--- src/rtl/cpu_types_pkg.sv ---
// Shared CPU type definitions for the pipelined MIPS datapath.
// Provides:
//   word_t           32-bit machine word
//   opcode_t/funct_t field views of an instruction word
//   PC_INIT_DEFAULT  reset value of the program counter
//   fetch_state_t    fetch-stage FSM states
package cpu_types_pkg;

  typedef logic [31:0] word_t;
  typedef logic [5:0]  opcode_t;
  typedef logic [5:0]  funct_t;

  localparam word_t PC_INIT_DEFAULT = 32'h0000_0000;

  typedef enum logic {
    FETCH  = 1'b0,
    HALTED = 1'b1
  } fetch_state_t;

  // Field extraction helpers for decode
  function automatic opcode_t instr_opcode(input word_t instr);
    return instr[31:26];
  endfunction

  function automatic funct_t instr_funct(input word_t instr);
    return instr[5:0];
  endfunction

endpackage

--- src/rtl/ifid_reg.sv ---
// IF/ID pipeline register.
// Ports:
//   clk_i     clock, rising edge
//   rst_ni    asynchronous active-low reset
//   en_i      update enable (low while decode is stalled)
//   flush_i   insert a bubble; wins over en_i
//   load_i    a fetched instruction is available this cycle
//   instr_i   fetched instruction word
//   npc_i     pc+4 of the fetched instruction
//   valid_o   register holds a live instruction
//   instr_o   latched instruction word
//   npc_o     latched pc+4
module ifid_reg
  import cpu_types_pkg::*;
(
  input  logic  clk_i,
  input  logic  rst_ni,
  input  logic  en_i,
  input  logic  flush_i,
  input  logic  load_i,
  input  word_t instr_i,
  input  word_t npc_i,
  output logic  valid_o,
  output word_t instr_o,
  output word_t npc_o
);

  logic  valid_q;
  word_t instr_q;
  word_t npc_q;

  // A flush only kills the valid bit; instr/npc keep their old contents so
  // decode sees stable (but ignored) fields during a bubble.
  always_ff @(posedge clk_i or negedge rst_ni) begin
    if (!rst_ni) begin
      valid_q <= 1'b0;
      instr_q <= '0;
      npc_q   <= '0;
    end else if (flush_i) begin
      valid_q <= 1'b0;
    end else if (en_i) begin
      if (load_i) begin
        valid_q <= 1'b1;
        instr_q <= instr_i;
        npc_q   <= npc_i;
      end else begin
        valid_q <= 1'b0;
      end
    end
  end

  assign valid_o = valid_q;
  assign instr_o = instr_q;
  assign npc_o   = npc_q;

endmodule

--- src/rtl/fetch_stage.sv ---
// Instruction-fetch stage: owns the program counter, issues instruction
// memory reads and fills the IF/ID register. Honors stall, redirect, halt.
// Ports:
//   CLK          clock, rising edge
//   nRST         asynchronous active-low reset
//   ihit         instruction memory returned iload for imemaddr
//   iload        instruction word from memory
//   stall        hold PC and IF/ID
//   redirect     taken branch/jump/jr; load redirect_pc
//   redirect_pc  target PC (bits [1:0] ignored)
//   halt         stop fetching until reset
//   imemREN      instruction read request
//   imemaddr     fetch address (= pc)
//   ifid_valid   IF/ID holds a live instruction
//   ifid_instr   latched instruction
//   ifid_npc     pc+4 of latched instruction
module fetch_stage
  import cpu_types_pkg::*;
#(
  parameter word_t PC_INIT = PC_INIT_DEFAULT
) (
  input  logic  CLK,
  input  logic  nRST,
  input  logic  ihit,
  input  word_t iload,
  input  logic  stall,
  input  logic  redirect,
  input  word_t redirect_pc,
  input  logic  halt,
  output logic  imemREN,
  output word_t imemaddr,
  output logic  ifid_valid,
  output word_t ifid_instr,
  output word_t ifid_npc
);

  fetch_state_t state_q;
  word_t        pc_q;
  word_t        pc_d;
  word_t        pc_plus4;
  logic         halted;

  assign halted   = (state_q == HALTED);
  assign pc_plus4 = pc_q + 32'd4;

  // Priority: halt > redirect > stall > ihit > miss. Masking the target keeps
  // pc word aligned regardless of what the branch unit sends.
  always_comb begin
    pc_d = pc_q;
    if (!halted && !halt) begin
      if (redirect)
        pc_d = redirect_pc & ~32'h3;
      else if (!stall && ihit)
        pc_d = pc_plus4;
    end
  end

  // State and pc share one register block; HALTED is left only by reset.
  always_ff @(posedge CLK or negedge nRST) begin
    if (!nRST) begin
      state_q <= FETCH;
      pc_q    <= PC_INIT & ~32'h3;
    end else begin
      pc_q <= pc_d;
      case (state_q)
        FETCH:   if (halt) state_q <= HALTED;
        HALTED:  state_q <= HALTED;
        default: state_q <= FETCH;
      endcase
    end
  end

  // Gating with nRST keeps the request quiet while reset is held.
  assign imemREN  = nRST && !halted;
  assign imemaddr = pc_q;

  ifid_reg u_ifid (
    .clk_i   (CLK),
    .rst_ni  (nRST),
    .en_i    (!stall),
    .flush_i (halt || redirect || halted),
    .load_i  (ihit),
    .instr_i (iload),
    .npc_i   (pc_plus4),
    .valid_o (ifid_valid),
    .instr_o (ifid_instr),
    .npc_o   (ifid_npc)
  );

endmodule

--- config.mk ---
export PLATFORM = sky130hd
export DESIGN_NAME = fetch_stage
export DESIGN_NICKNAME = d
export VERILOG_FILES = /design/src/rtl/cpu_types_pkg.sv /design/src/rtl/ifid_reg.sv /design/src/rtl/fetch_stage.sv
export SDC_FILE = /design/constraint.sdc
export NUM_CORES = 1
export LEC_CHECK = 0
export CAP_MARGIN = 20
export CORE_ASPECT_RATIO = 0.8
export CORE_UTILIZATION = 46
export CTS_BUF_LIST = sky130_fd_sc_hd__clkbuf_16
export DETAILED_ROUTE_END_ITERATION = 7
export GPL_ROUTABILITY_DRIVEN = 0
export GPL_TIMING_DRIVEN = 0
export HOLD_SLACK_MARGIN = 0.03
export PLACE_DENSITY_LB_ADDON = 0.08
export SYNTH_ARGS = -nofsm -noshare
export SYNTH_HDL_FRONTEND = slang
export SYNTH_SLANG_ARGS = --single-unit
--- constraint.sdc ---
create_clock -name CLK -period 4.25 [get_ports CLK]
set_input_delay 0.85 -clock CLK [delete_from_list [all_inputs] [get_ports CLK]]
set_output_delay 0.85 -clock CLK [all_outputs]
set_load 0.03 [all_outputs]
==> results <==
- The run finished with clean final reports.
- In the global route stage, overall resource usage came out at 0.263.
- After the last flow step, the layout net total stands at 689.
- The cell area after technology mapping is 4550 um^2.
- After clock tree synthesis, the clock-pin slew on the worst setup and hold paths is 0.06 ns.
- The total power consumption of the routed design is 2.18 mW.
- Of the available clock period, the critical path in the final layout requires 0.699.
- The number of global-route vias before repair is 4033.
- After legalization and detailed placement, the total HPWL measured 9480 um.
- The final routed wire length divided by cell count is 17.3 um.
- For this block, the via count after detailed routing is 4113.
- The class of the most critical setup path is in2out.
- The quantity of I/O buffers inserted on ports is 160.
- The arrival time at the worst endpoint is 2.12 ns.
- Of the post-synthesis cell area, the dominant cell type holds 0.517.
- The count of warnings emitted by yosys is 0.
- In this run the remaining antenna-violating nets after routing total 0.
- The total DRC errors in the routed layout is 0.
- In this run the number of H-tree levels came out at 3.
- The clock latency on the worst-skew pair is 0.34 ns.
- Dividing the synthesized area by the synthesized cell count gives 10.3 um^2.
- Synthesis handed over a netlist of 442 instances.
- The core box area is 9610 um^2.
- Summing all non-filler instances in the final layout gives an area of 6620 um^2.
- The deepest clock path buffer count is 2.
- The height of the chip is 90.9 um.
- Setup repair after global routing left no endpoint under its margin.
- The cell type with the largest total area after synthesis is sky130_fd_sc_hd__dfrtp_1.
- The synthesized netlist contains 48 unique library cells.
- The number of gates resized after CTS was 0.
- For this design, the CTS-stage hold fixing added 0 buffers.
- The count of pins on the block boundary is 168.
- In this run, synthesis produced a sequential element count of 94.
- The clock tree from TritonCTS is done.
- The most common cell in the netlist is sky130_fd_sc_hd__dfrtp_1.
- The row count is 32.
- The number of endpoints with negative hold slack in the final report is 0.
- In this run the worst path has a maximum fanout of 34.
- By count the netlist is led by sky130_fd_sc_hd__dfrtp_1 (94), sky130_fd_sc_hd__o21ai_0 (58), sky130_fd_sc_hd__nand2_1 (53), sky130_fd_sc_hd__mux2_2 (33), sky130_fd_sc_hd__nor2_1 (19).
- The number of enable flip-flop cells after synthesis is 0.
- In this run the post-CTS setup repair buffer count came out at 0.
- By area the synthesized netlist is led by sky130_fd_sc_hd__dfrtp_1 (52%), sky130_fd_sc_hd__mux2_2 (8.2%), sky130_fd_sc_hd__o21ai_0 (6.4%).
- The worst setup path is captured at an output port.
- The commonest register cell after synthesis is sky130_fd_sc_hd__dfrtp_1.
- The placed cell area is 6330 um^2.
- In the final layout, the share of cells above drive strength 1 is 0.120.
- The setup violation total in the final timing report is 0.
- The tree is rooted in a sky130_fd_sc_hd__clkbuf_16.
- For this run the aggregate overflow at the end of global routing stands at 0.
- The horizontal die dimension is 113 um.
- Dividing total power by cell area gives a power density of 330 nW/um^2.
- The path class of the lowest-slack min-delay path is in2async.
- The initial antenna violation count is 0.
- The TritonCTS sink count is 94.
- For this design the static power due to leakage is 2.82 nW.
- The area growth from synthesis to layout is 45.6%.
- The pin count of the biggest net entering global routing is 63.
- Fill cells in the final layout number 802.
- The startpoint type of the worst setup path is an input pin.
- The antenna cell count is 0.
- The initial core utilization is 0.473.
- The setup slack on the worst flop-to-flop path is 1.82 ns.
- The area of the die is 10300 um^2.
- In the synthesized netlist the async set-or-reset flop fraction comes to 1.00.
- Across the run, the number of max-cap violations was 0.
- The slew of the pin with the lowest slew margin is 0.677 ns.
- After the first detailed-routing iteration, the DRC count stood at 248.
- The final critical path time including I/O delays and setup is 2.97 ns.
- The count of final max-slew check failures was 0.
- The pre-antenna-repair detailed-routing pass consisted of 7 iterations.
- The wire length after detailed routing is 12900 um.
- Timing would allow up to 337 MHz.
- Of the synthesized area, sequential elements account for 0.517.
- The worst pin sits at a relative slew slack of 0.545.
- Across the VDD grid, the largest voltage drop is 0.264 mV.
- Data on the critical path is required at its endpoint by 3.40 ns.
- On the final layout, the worst clock skew is 0.00718 ns.
- The via density per instance is 5.54.
- The first global-routing pass estimated 21000 um of wire.
- Counting the buffers created by CTS gives 9.
==> cells by family after synthesis <==
group / count (synthesis) / synth area share
AOI/OAI and AO/OA: 110 / 0.141
and+or+nand+nor: 139 / 0.165
DFF: 94 / 0.517
adders and majority gates: 1 / 0.00275
buffers and inverters: 36 / 0.0371
xor gates and xnor gates: 27 / 0.0520
muxes: 34 / 0.0839
other: 1 / 0.000825
==> final cells by class <==
type                       instances  area, um^2  area share
buffer                            30         146      0.0221
sequential                        94        2350       0.355
inverter                           6        22.5     0.00340
tap                              119         149      0.0225
clock buffer                       9         225      0.0340
multi-input combinational        315        2040       0.308
clock inverter                     7        58.8     0.00888
timing repair buffer             162        1630       0.246
==> flip-flops by register name (all words and copies together), names as in the netlist <==
register / cells
imemaddr: 30
u_ifid.instr_o: 32
u_ifid.npc_o: 30
u_ifid.valid_o: 1
halted: 1
==> per-layer routing <==
| metal | track usage | routed length (um) |
|---|---|---|
| met3 | 0.0808 | 1040 |
| met5 | 0 | 0 |
| met1 | 0.365 | 5640 |
| met2 | 0.395 | 5980 |
| met4 | 0.0779 | 202 |
==> cell usage in the layout, fill, tap and decap left out, types with 3 or more instances in the layout <==
master                            instances
sky130_fd_sc_hd__a21o_1                   3
sky130_fd_sc_hd__a21oi_1                 17
sky130_fd_sc_hd__a22o_1                   5
sky130_fd_sc_hd__a22oi_1                  4
sky130_fd_sc_hd__a31oi_1                  6
sky130_fd_sc_hd__and3_1                   7
sky130_fd_sc_hd__and4_1                   3
sky130_fd_sc_hd__buf_2                    9
sky130_fd_sc_hd__buf_4                    7
sky130_fd_sc_hd__clkbuf_1                15
sky130_fd_sc_hd__clkbuf_16                9
sky130_fd_sc_hd__clkdlybuf4s50_1        159
sky130_fd_sc_hd__conb_1                   4
sky130_fd_sc_hd__dfrtp_1                 94
sky130_fd_sc_hd__inv_1                    9
sky130_fd_sc_hd__mux2_2                  33
sky130_fd_sc_hd__nand2_1                 53
sky130_fd_sc_hd__nand3_1                 16
sky130_fd_sc_hd__nand4_1                  6
sky130_fd_sc_hd__nor2_1                  19
sky130_fd_sc_hd__nor3_1                   6
sky130_fd_sc_hd__nor3b_1                  4
sky130_fd_sc_hd__nor4_1                   3
sky130_fd_sc_hd__o21ai_0                 58
sky130_fd_sc_hd__o22ai_1                  3
sky130_fd_sc_hd__or3_1                    7
sky130_fd_sc_hd__xnor2_1                 12
sky130_fd_sc_hd__xor2_1                  15
==> critical path: stages <==
cell and delay (ns):
sky130_fd_sc_hd__buf_4 0.39, sky130_fd_sc_hd__nor2b_1 0.19, sky130_fd_sc_hd__clkdlybuf4s50_1 0.68
==> final timing paths <==
path,startpoint,end,cells past startpoint
min in group CLK,u_ifid.npc_o[18]$_DFFE_PN0P_,u_ifid.npc_o[18]$_DFFE_PN0P_,2
setup reg to reg,imemaddr[2]$_DFFE_PN0P_,imemaddr[12]$_DFFE_PN0P_,6
setup / recovery,nRST,imemREN,3
hold reg to reg,u_ifid.npc_o[18]$_DFFE_PN0P_,u_ifid.npc_o[18]$_DFFE_PN0P_,2
hold / removal,nRST,imemaddr[12]$_DFFE_PN0P_,1
max in group asynchronous,nRST,u_ifid.instr_o[13]$_DFFE_PN0P_,2
==> through the flow <==
stage	setup TNS [ns]	instances	setup WS (ns)	hold slack [ns]	util
2_1_floorplan	0	445	2.09	0.517	-
3_3_place_gp	-116.91	724	-2.11	0.460	0.657
3_5_place_dp	0	725	1.18	0.469	0.659
4_1_cts	0	741	1.24	0.481	0.689
5_1_grt	0	742	1.19	0.495	0.689
6_report	0	742	1.28	0.464	0.689
==> where the power goes <==
part           total, mW  internal [mW]  switching (mW)  leakage (nW)
clock network      0.779          0.448           0.331         0.149
logic              0.405          0.191           0.213          1.43
registers          0.999          0.943          0.0564          1.24
Power figures use the tool's default switching activity.
